$ cat src/rtl/led_scan_sequencer.sv
// LED panel row scanner: shifts one row of pixels, blanks, latches, moves the
// row address, unblanks and waits for the display delay before the next row.
module led_scan_sequencer #(
    parameter int COLS     = 64,
    parameter int ROW_BITS = 4
) (
    input  logic                     clk,
    input  logic                     rst,
    input  logic                     enable,
    input  logic                     pix_valid,
    input  logic                     delay_done,
    output logic [$clog2(COLS)-1:0]  col_addr,
    output logic [ROW_BITS-1:0]      load_row,
    output logic [ROW_BITS-1:0]      row_addr,
    output logic                     sclk,
    output logic                     pix_shift,
    output logic                     delay_start,
    output logic                     latch_set,
    output logic                     latch_clr,
    output logic                     oe_enable,
    output logic                     oe_disable,
    output logic                     busy,
    output logic                     frame_done
);

    localparam int CW = $clog2(COLS);

    typedef enum logic [3:0] {
        IDLE, SHIFT_LO, SHIFT_HI, BLANK, LATCH_ON,
        LATCH_OFF, ADDR, UNBLANK, WAIT, STOP
    } state_t;

    state_t                state, state_nxt;
    logic [CW-1:0]         col_nxt;
    logic [ROW_BITS-1:0]   load_nxt;
    logic [ROW_BITS-1:0]   row_nxt;
    logic                  last_col;
    logic                  last_row;

    assign last_col = (col_addr == CW'(COLS - 1));
    assign last_row = (load_row == {ROW_BITS{1'b1}});

    always_comb begin
        state_nxt = state;
        col_nxt   = col_addr;
        load_nxt  = load_row;
        row_nxt   = row_addr;
        case (state)
            IDLE: begin
                if (enable) begin
                    state_nxt = SHIFT_LO;
                    col_nxt   = '0;
                end
            end
            SHIFT_LO: begin
                if (pix_valid) state_nxt = SHIFT_HI;
            end
            SHIFT_HI: begin
                if (last_col) begin
                    col_nxt   = '0;
                    state_nxt = BLANK;
                end else begin
                    col_nxt   = col_addr + CW'(1);
                    state_nxt = SHIFT_LO;
                end
            end
            BLANK:     state_nxt = LATCH_ON;
            LATCH_ON:  state_nxt = LATCH_OFF;
            LATCH_OFF: state_nxt = ADDR;
            ADDR: begin
                row_nxt   = load_row;
                state_nxt = UNBLANK;
            end
            UNBLANK:   state_nxt = WAIT;
            WAIT: begin
                // enable is only looked at here and in IDLE, so a row always finishes
                if (delay_done) begin
                    load_nxt  = load_row + ROW_BITS'(1);
                    state_nxt = enable ? SHIFT_LO : STOP;
                end
            end
            STOP:      state_nxt = IDLE;
            default:   state_nxt = IDLE;
        endcase
    end

    // Pulse outputs are decoded from the next state so they are flops aligned with their state
    always_ff @(posedge clk or negedge rst) begin
        if (!rst) begin
            state       <= IDLE;
            col_addr    <= '0;
            load_row    <= '0;
            row_addr    <= '0;
            sclk        <= 1'b0;
            delay_start <= 1'b0;
            latch_set   <= 1'b0;
            latch_clr   <= 1'b0;
            oe_enable   <= 1'b0;
            oe_disable  <= 1'b0;
        end else begin
            state       <= state_nxt;
            col_addr    <= col_nxt;
            load_row    <= load_nxt;
            row_addr    <= row_nxt;
            sclk        <= (state_nxt == SHIFT_HI);
            delay_start <= (state_nxt == UNBLANK);
            latch_set   <= (state_nxt == LATCH_ON);
            latch_clr   <= (state_nxt == LATCH_OFF);
            oe_enable   <= (state_nxt == UNBLANK);
            oe_disable  <= (state_nxt == BLANK) || (state_nxt == STOP);
        end
    end

    // These two mark the exact cycle their input condition is seen
    assign pix_shift  = (state == SHIFT_LO) && pix_valid;
    assign frame_done = (state == WAIT) && delay_done && last_row;
    assign busy       = (state != IDLE);

endmodule

$ cat config.mk
export PLATFORM = sky130hd
export DESIGN_NAME = led_scan_sequencer
export DESIGN_NICKNAME = d
export VERILOG_FILES = /design/src/rtl/led_scan_sequencer.sv
export SDC_FILE = /design/constraint.sdc
export NUM_CORES = 1
export LEC_CHECK = 0
export ABC_AREA = 1
export ABC_CLOCK_PERIOD_IN_PS = 3300
export CAP_MARGIN = 30
export CELL_PAD_IN_SITES_DETAIL_PLACEMENT = 1
export CELL_PAD_IN_SITES_GLOBAL_PLACEMENT = 1
export CORE_UTILIZATION = 25
export DETAILED_ROUTE_END_ITERATION = 6
export PLACE_DENSITY_LB_ADDON = 0.15
export SYNTH_ARGS = -nofsm -noshare
export SYNTH_HDL_FRONTEND = slang
export SYNTH_SLANG_ARGS = --single-unit
$ cat constraint.sdc
create_clock -name clk -period 3.3 [get_ports clk]
set_input_delay 0.66 -clock clk [delete_from_list [all_inputs] [get_ports clk]]
set_output_delay 0.66 -clock clk [all_outputs]
set_load 0.05 [all_outputs]
Word level (Yosys, flattened, before mapping)
Cells that the tools add are included.

operators by class
  $add $sub $neg = 2
  eq/ne operators = 17
  mux-type cells = 9
  reductions and logical operators = 9

operator list
  cell                                                                   count
  4-bit case mux with 9 select lines                                     1
  4-bit by 3-bit equality test with 1-bit output, second input constant  7
  4-bit by 2-bit equality test with 1-bit output, second input constant  4
  4-bit two-way mux                                                      4
  4-bit equality test, second input constant                             3
  6-bit two-way mux                                                      2
  6-bit case mux with 2 select lines                                     1
  6-bit by 1-bit adder with 6-bit output, second input constant          1
  6-bit equality test, second input constant                             1
  4-bit by 1-bit adder with 4-bit output, second input constant          1
  4-bit by 1-bit equality test with 1-bit output, second input constant  1
  4-bit zero test                                                        1
  2-bit AND reduction                                                    2
  4-bit nonzero test                                                     1
  1-bit logical AND                                                      3
  2-bit two-way mux                                                      1
  2-bit inequality test, second input constant                           1
  2-bit nonzero test                                                     1
  1-bit logical OR                                                       1

storage, ports and cells
  bits in registers = 23
  bits of input ports = 5
  output and inout bits = 23
  logic and storage cells = 46

Longest topological paths before layout
Gate-level depths: netlist of run 1.

  word-level depth = 5
  depth in mapped cells = 8
  depth with buffers taken out = 8

Worst setup path before layout of run 1
OpenSTA, ideal clock, no wires.

  path kind = input -> output
  start point = input port delay_done
  end point = output port frame_done
  arrival time = 2,073 ps
  data required time = 2,640 ps
  path slack = 567 ps
  stages = 4
  buffers on the path = 0
  cell sequence = nand2_1 -> nor3_2 -> nand2_1 -> nor3_1

between the ends
  word-level cells in the longest chain between the ends = 2

RTL lines
  element                         line  source
  start, declared                 11    input logic delay_done,
  1-bit logical AND (2 in a row)  116   assign frame_done = (state == WAIT) && delay_done && last_row;
  end, declared                   23    output logic frame_done

No other way between the ends.

Worst setup path after layout of run 1
  start point = input port pix_valid
  end point = output port pix_shift

between the ends
  word-level cells in the longest chain between the ends = 1

RTL lines
  element            line  source
  start, declared    10    input logic pix_valid,
  1-bit logical AND  115   assign pix_shift = (state == SHIFT_LO) && pix_valid;
  end, declared      16    output logic pix_shift,

No other way between the ends.

==> reports/metrics.yaml, run 1 <==
timing:
  setup_viol: 0
  worstMarginPinSlew_ns: 0.501
  holdWs_ns: 0.493
  relSlewSlack: 0.665
  grt_setup_unrepaired: "false"
  setup_tns_ns: 0
  hold_viol: 0
  final_max_slew_viol_count: 0
  period_minus_slack_ns: 2.81
  fin_skew_ns: 0.00282
  post-route-period-util: 0.853
  timing.fmax_mhz: 355
  fin_ws_ns: 0.487
clocking:
  clock-sinks: 23
  cts_hold_buf: 0
  cts_root_buffer: "clkbuf_8"
  cts.clk_slew.worst_paths_ns: 0.08
  clk_latency_ns: 0.27
  numCtsBuffers: 3
  htreeDepth: 1
  clockBufferDepth: 2
  cts_repair_resize_count: 0
  cts_tree: "built"
  post_cts_buffers: 0
run_status:
  status: "completed"
floorplanning:
  die_w_um: 68.4
  core_area_um2: 4120
  die_height_um: 68.4
  dieArea_um2: 4680
  ios: 28
  initial_utilization: 0.268
  fp-row-count: 23
setup_path:
  worstSetupPathType: "primary input to primary output"
  cp-end-kind: "primary output"
  path_max_fanout: 4
  cp-start-kind: "primary input"
  required_ns: 2.64
  crit_arrival_ns: 2.15
finish:
  fillCellCount: 519
  finalNetCount: 179
  final_util: 0.363
  fin_area_um2: 1490
  finalNonFillerCells: 221
  antenna_cells: 0
  layout-drive-gt1-share: 0.0585
  syn_to_final_growth_pct: 35.3
power:
  p_leak_nw: 0.761
  finalPower_mw: 1.51
  powerDensity_nw_per_um2: 1010
  vdd_drop_max_v: 0.000298
global_route:
  grt-ovfl-total: 0
  grt_usage: 0.127
  grt_max_degree: 24
  grt_pass1_wl_um: 4240
  antenna_found_initial: 0
  first_global_vias: 930
synthesis:
  synth.net_count: 147
  ys_seq_elements: 23
  yosysSeqAreaShare: 0.522
  syn_inst: 140
  netlist-cell-type-count: 15
  synth-warning-count: 0
  syn_avg_cell_area_um2: 7.88
  syn_area_um2: 1100
route:
  drt_pass1_iterations: 3
  wl_per_cell_um: 11.4
  routed-via-count: 961
  drt-total-wl_um: 2530
  antenna_left: 0
  via_per_inst: 4.35
  drt_iter0_markers: 29
  drc: 0
placed_design:
  place_inst: 217
  numPortBuffers: 27
  dp_slack_ns: 0.472
  place.gp.congestion: 0.710
  place_area_um2: 1450
  dp_hpwl_um: 2000
worst_hold_path:
  hp-class: "register to register"
job:
  drv_cap: 0
## synthesized netlist by cell type
cell type | number | area share
inv_1 | 21 | 0.071
nor2_4 | 2 | 0.020
xor2_1 | 2 | 0.016
nor3_1 | 2 | 0.0091
buf_4 | 1 | 0.0068
a21oi_1 | 1 | 0.0045
nand2_1 | 45 | 0.15
nand3_1 | 14 | 0.063
o21ai_0 | 8 | 0.036
or2_2 | 1 | 0.0057
nor2_1 | 16 | 0.054
nand4_1 | 1 | 0.0057
ha_1 | 2 | 0.023
nor3_2 | 1 | 0.0091
dfrtp_1 | 23 | 0.52
## cell families after synthesis
group           share of synthesized area
xor+xnor                           0.0159
flops                               0.522
fa+ha+maj                          0.0227
simple gates                        0.321
buf+inv                            0.0782
compound gates                     0.0408
## path summary, 6_finish.rpt
kind,start,to,slack (ns),depth (start not counted)
worst max-delay path,pix_valid,pix_shift,0.49,4
worst min-delay path,row_addr[2],row_addr[2],0.49,2
worst max register to register,col_addr[0],col_addr[3],2.00,6
worst min register to register,row_addr[2],row_addr[2],0.49,2
max in group asynchronous,rst,col_addr[1],2.32,2
min in group asynchronous,rst,load_row[3],0.75,2
## sequential cells by signal, summed over array words and instances, names as in the netlist
signal	flops
latch_clr	1
load_row	4
sclk	1
oe_enable	1
row_addr	4
latch_set	1
col_addr	6
state	4
oe_disable	1
## final cells by class
class	count	area (um2)	area share
well taps	50	62.6	0.0419
inverters	21	78.8	0.0528
multi-input cells	95	442	0.296
flip-flops and latches	23	576	0.386
clock buffers	3	41.3	0.0277
repair buffers	28	288	0.193
clock inverters	1	5.00	0.00335
## layer usage
metal | routed length (um) | vias up | GRT usage
met5 | 0 | - | 0
met4 | 21 | 0 | 0.0313
met3 | 115 | 2 | 0.0417
met2 | 1140 | 20 | 0.206
met1 | 1260 | 444 | 0.160
li1 | - | 495 | -
## power by group
| group | switching, mW | internal, mW |
|---|---|---|
| Combinational | 0.580 | 0.262 |
| Sequential | 0.103 | 0.383 |
| Clock | 0.0941 | 0.0844 |
## cells in the final DEF, fill, tap and decap left out, types with 2 or more instances in the layout
cell type        netlist  routed
nand3_1               14      14
nor2_4                 2       2
nand2_1               45      45
clkbuf_8               0       3
inv_1                 21      21
clkdlybuf4s50_1        0      26
dfrtp_1               23      23
nor2_1                16      16
nor3_1                 2       2
o21ai_0                8       8
xor2_1                 2       2
ha_1                   2       2
## critical path, cell delays in order
cell and delay [ns]:
clkdlybuf4s50_1 0.47, nand3_1 0.14, inv_1 0.08, clkdlybuf4s50_1 0.80
(Power assumes the default switching activity.)
==> run 2, diff against run 1 <==
--- a/config.mk
+++ b/config.mk
@@ -11,6 +11,7 @@
 export CELL_PAD_IN_SITES_DETAIL_PLACEMENT = 1
 export CELL_PAD_IN_SITES_GLOBAL_PLACEMENT = 1
 export CORE_UTILIZATION = 25
+export CTS_CLUSTER_SIZE = 20
 export DETAILED_ROUTE_END_ITERATION = 6
 export PLACE_DENSITY_LB_ADDON = 0.15
 export SYNTH_ARGS = -nofsm -noshare
==> constraint.sdc (replaced) <==
create_clock -name clk -period 3.3 [get_ports clk]
set_input_delay 0.66 -clock clk [delete_from_list [all_inputs] [get_ports clk]]
set_output_delay 0.66 -clock clk [all_outputs]
set_load 0.02 [all_outputs]
==> reports/metrics.yaml, run 2 (synthesis gave the netlist of run 1 again) <==
run_status:
  status: "completed"
setup_path:
  crit_path_cell_trace: "clkdlybuf4s50_1, nand2_1, nor3_2, nand2_1, nor3_1, clkdlybuf4s50_1"
  worstSetupPathType: "primary input to primary output"
  crit_slowest_cell: "clkdlybuf4s50_1"
  path_max_fanout: 4
  cp-start-kind: "primary input"
  required_ns: 2.64
  crit_path_max_incr_delay_ns: 0.63
  crit_arrival_ns: 2.40
  cp-end-kind: "primary output"
clocking:
  cts_tree: "built"
  cts_hold_buf: 0
  clock-sinks: 23
  post_cts_buffers: 0
  htreeDepth: 1
  numCtsBuffers: 3
  cts.clk_slew.worst_paths_ns: 0.08
  clockBufferDepth: 2
  cts_root_buffer: "clkbuf_8"
  cts_repair_resize_count: 0
  clk_latency_ns: 0.26
route:
  wl_per_cell_um: 11.7
  drt_pass1_iterations: 4
  drc: 0
  antenna_left: 0
  routed-via-count: 969
  via_per_inst: 4.38
  drt-total-wl_um: 2580
  drt_iter0_markers: 38
finish:
  mostFrequentLayoutCells: "45 x nand2_1, 27 x clkdlybuf4s50_1, 23 x dfrtp_1, 21 x inv_1, 16 x nor2_1"
  layout_commonest_cell: "nand2_1"
  layout-drive-gt1-share: 0.0526
  largest_register_ffs: 6
  final_util: 0.360
  antenna_cells: 0
  finalNetCount: 179
  max_flop_register: "col_addr"
  syn_to_final_growth_pct: 34.4
timing:
  period_minus_slack_ns: 3.06
  hold_viol: 0
  fin_skew_ns: 0.00478
  post-route-period-util: 0.928
  setup_tns_ns: 0
  setup_viol: 0
  final_max_slew_viol_count: 0
  worstMarginPinSlew_ns: 0.299
  relSlewSlack: 0.801
  grt_setup_unrepaired: "false"
  timing.fmax_mhz: 326
  fin_ws_ns: 0.237
job:
  drv_cap: 0
global_route:
  grt-ovfl-total: 0
  grt_usage: 0.129
  grt_pass1_wl_um: 4450
  antenna_found_initial: 0
  grt_max_degree: 24
  use_met1: 0.174
  first_global_vias: 971
  met3_usage: 0.0350
  top_usage_layer: "met2"
  use_met2: 0.207
placed_design:
  place.gp.congestion: 0.743
  numPortBuffers: 27
  dp_hpwl_um: 2000
  dp_slack_ns: 0.232
floorplanning:
  core_area_um2: 4120
  die_w_um: 68.4
  die_height_um: 68.4
  initial_utilization: 0.268
  dieArea_um2: 4680
  fp-row-count: 23
  ios: 28
power:
  finalPower_mw: 1.28
  powerDensity_nw_per_um2: 867
  p_leak_nw: 0.757
  vdd_drop_max_v: 0.000312
worst_hold_path:
  hp-class: "register to register"
## run 2: cell count changes in the layout (fill, tap and decap cells not counted), sizes merged
cell,previous run,this run
buf,2,1
clkdlybuf4s50,26,27
## run 2: layer usage
metal	part of all wire	wire (um)	up-vias
met1	0.49	1250	454
met2	0.46	1190	20
met5	0	0	-
li1	-	-	493
met4	0.0039	10	0
met3	0.049	126	2
## run 2: path summary, 6_finish.rpt
check                              end  slack, ns         from  cells after the start
max                         frame_done       0.24   delay_done                      6
min                        row_addr[0]       0.50  row_addr[0]                      2
max reg2reg                row_addr[1]       1.99     state[2]                      5
min reg2reg                row_addr[0]       0.50  row_addr[0]                      2
max in group asynchronous  col_addr[1]       2.32          rst                      2
min in group asynchronous  load_row[2]       0.75          rst                      2
## run 2: critical path: cells and delay by family
family	cells	cell delay (ns)
buffers and inverters	2	1.15
AND/OR/NAND/NOR	4	0.59
## run 2: final cells by class
class,count,area [um2]
well taps,50,62.6
fillers,525,2630
inverters,21,78.8
repair buffers,28,278
multi-input cells,95,442
clock inverters,1,5.00
clock buffers,3,41.3
flip-flops and latches,23,576
## run 2: per-stage QoR
| stage | std cells | hold WS [ns] | area (um2) |
|---|---|---|---|
| 4_1_cts | 221 | 0.503 | 1480 |
| 6_report | 221 | 0.497 | 1480 |
| 5_1_grt | 221 | 0.528 | 1480 |
| 3_3_place_gp | 217 | 0.477 | 1440 |
| 2_1_floorplan | 140 | 0.364 | 1100 |
| 3_5_place_dp | 217 | 0.481 | 1440 |
## run 2: power by group
group	internal (mW)	leakage, nW	switching [mW]	total, mW
Combinational	0.264	0.432	0.358	0.622
Sequential	0.383	0.300	0.103	0.486
Clock	0.0843	0.0255	0.0925	0.177
Total	0.732	0.757	0.553	1.28
==> run 3, diff against run 2 <==
--- a/config.mk
+++ b/config.mk
@@ -14,6 +14,7 @@
 export CTS_CLUSTER_SIZE = 20
 export DETAILED_ROUTE_END_ITERATION = 6
 export PLACE_DENSITY_LB_ADDON = 0.15
+export REMOVE_ABC_BUFFERS = 1
 export SYNTH_ARGS = -nofsm -noshare
 export SYNTH_HDL_FRONTEND = slang
 export SYNTH_SLANG_ARGS = --single-unit
==> reports/metrics.yaml, run 3 (synthesis gave the netlist of run 1 again) <==
job:
  drv_cap: 0
setup_path:
  cp-end-kind: "primary output"
  crit_arrival_ns: 2.40
  cp-start-kind: "primary input"
  path_max_fanout: 4
  required_ns: 2.64
  rrSetupSlack_ns: 1.94
  worstSetupPathType: "primary input to primary output"
route:
  drc: 0
  highest_layer: "met4"
  antenna_left: 0
  wl_met2_um: 1300
  drt_pass1_iterations: 4
  wl_per_cell_um: 11.9
  via_per_inst: 4.43
  met3_length_um: 106
  wl_met1_um: 1210
  routed-via-count: 978
  drt_iter0_markers: 22
  drt-total-wl_um: 2640
timing:
  grt_setup_unrepaired: "false"
  holdWs_ns: 0.504
  setup_tns_ns: 0
  fin_ws_ns: 0.240
  fin_skew_ns: 0.00165
  final_max_slew_viol_count: 0
  timing.fmax_mhz: 327
  relSlewSlack: 0.799
  period_minus_slack_ns: 3.06
  worstMarginPinSlew_ns: 0.301
  hold_viol: 0
  setup_viol: 0
  post-route-period-util: 0.927
global_route:
  grt_max_degree: 24
  first_global_vias: 991
  antenna_found_initial: 0
  grt_usage: 0.130
  grt_pass1_wl_um: 4440
  grt-ovfl-total: 0
clocking:
  clk_latency_ns: 0.26
  cts_tree: "built"
  clockBufferDepth: 2
  htreeDepth: 1
  cts.clk_slew.worst_paths_ns: 0.09
  cts_hold_buf: 0
  numCtsBuffers: 3
  cts_root_buffer: "clkbuf_8"
  post_cts_buffers: 0
  cts_repair_resize_count: 0
  clock-sinks: 23
power:
  finalPower_mw: 1.29
  powerDensity_nw_per_um2: 871
  clock_power_share: 0.138
  vdd_drop_max_v: 0.000350
  power.switching_mw: 0.559
  comb_power_share: 0.484
  seqPwrFrac: 0.378
  p_sw_frac: 0.433
  p_leak_nw: 0.757
  p_int_mw: 0.731
finish:
  max_flop_register: "col_addr"
  finalNetCount: 179
  antenna_cells: 0
  layout_commonest_cell: "nand2_1"
  multi_input_area_um2: 442
  mostFrequentLayoutCells: "45 x nand2_1, 27 x clkdlybuf4s50_1, 23 x dfrtp_1, 21 x inv_1, 16 x nor2_1"
  seq_area_um2: 576
  fin_area_um2: 1480
  syn_to_final_growth_pct: 34.4
  fillCellCount: 513
  layout-drive-gt1-share: 0.0526
  largest_register_ffs: 6
placed_design:
  dp_slack_ns: 0.218
  place_area_um2: 1440
  dp_hpwl_um: 2110
  place.gp.congestion: 0.711
  numPortBuffers: 27
floorplanning:
  fp-row-count: 23
  core_area_um2: 4120
  die_height_um: 68.4
  dieArea_um2: 4680
  ios: 28
  initial_utilization: 0.268
  die_w_um: 68.4
worst_hold_path:
  hp-class: "register to register"
run_status:
  status: "completed"
## run 3: cell counts in the layout (fill, tap and decap cells not counted)
No cell type changed its count.
## run 3: through the flow
step / utilization / std cells
after floorplan: - / 139
after global placement: 0.349 / 217
after detailed placement: 0.349 / 217
after CTS: 0.360 / 221
after global routing: 0.360 / 221
final: 0.360 / 221
## run 3: layer usage
layer	global-route usage	vias to the layer above
met4	0.0391	0
met1	0.157	463
met3	0.0350	2
met5	0	-
li1	-	494
met2	0.224	19
## run 3: final timing paths
path / cells after the start / startpoint / endpoint
max: 6 / delay_done / frame_done
max in group asynchronous: 2 / rst / sclk
min reg2reg: 2 / row_addr[0] / row_addr[0]
min in group asynchronous: 2 / rst / load_row[2]
min: 2 / row_addr[0] / row_addr[0]
max reg2reg: 6 / col_addr[0] / col_addr[0]
## run 3: power groups by stage
stage               sequential (mW)  clock, mW  combinational, mW
finish                        0.487      0.178              0.625
global route                  0.507      0.197              0.704
CTS                           0.491      0.190              0.638
detailed placement            0.496          0              0.635
global placement              0.491          0              0.620
floorplan                     0.580          0              0.256
## run 3: area by class of cell
class                   instances  share of cell area
inverters                      21              0.0532
clock inverters                 1             0.00338
repair buffers                 28               0.187
clock buffers                   3              0.0278
multi-input cells              95               0.298
well taps                      50              0.0422
flip-flops and latches         23               0.388
## run 3: critical path, cell delays in order
cell and delay (ns):
clkdlybuf4s50_1 0.52, nand2_1 0.08, nor3_2 0.26, nand2_1 0.11, nor3_1 0.14, clkdlybuf4s50_1 0.62
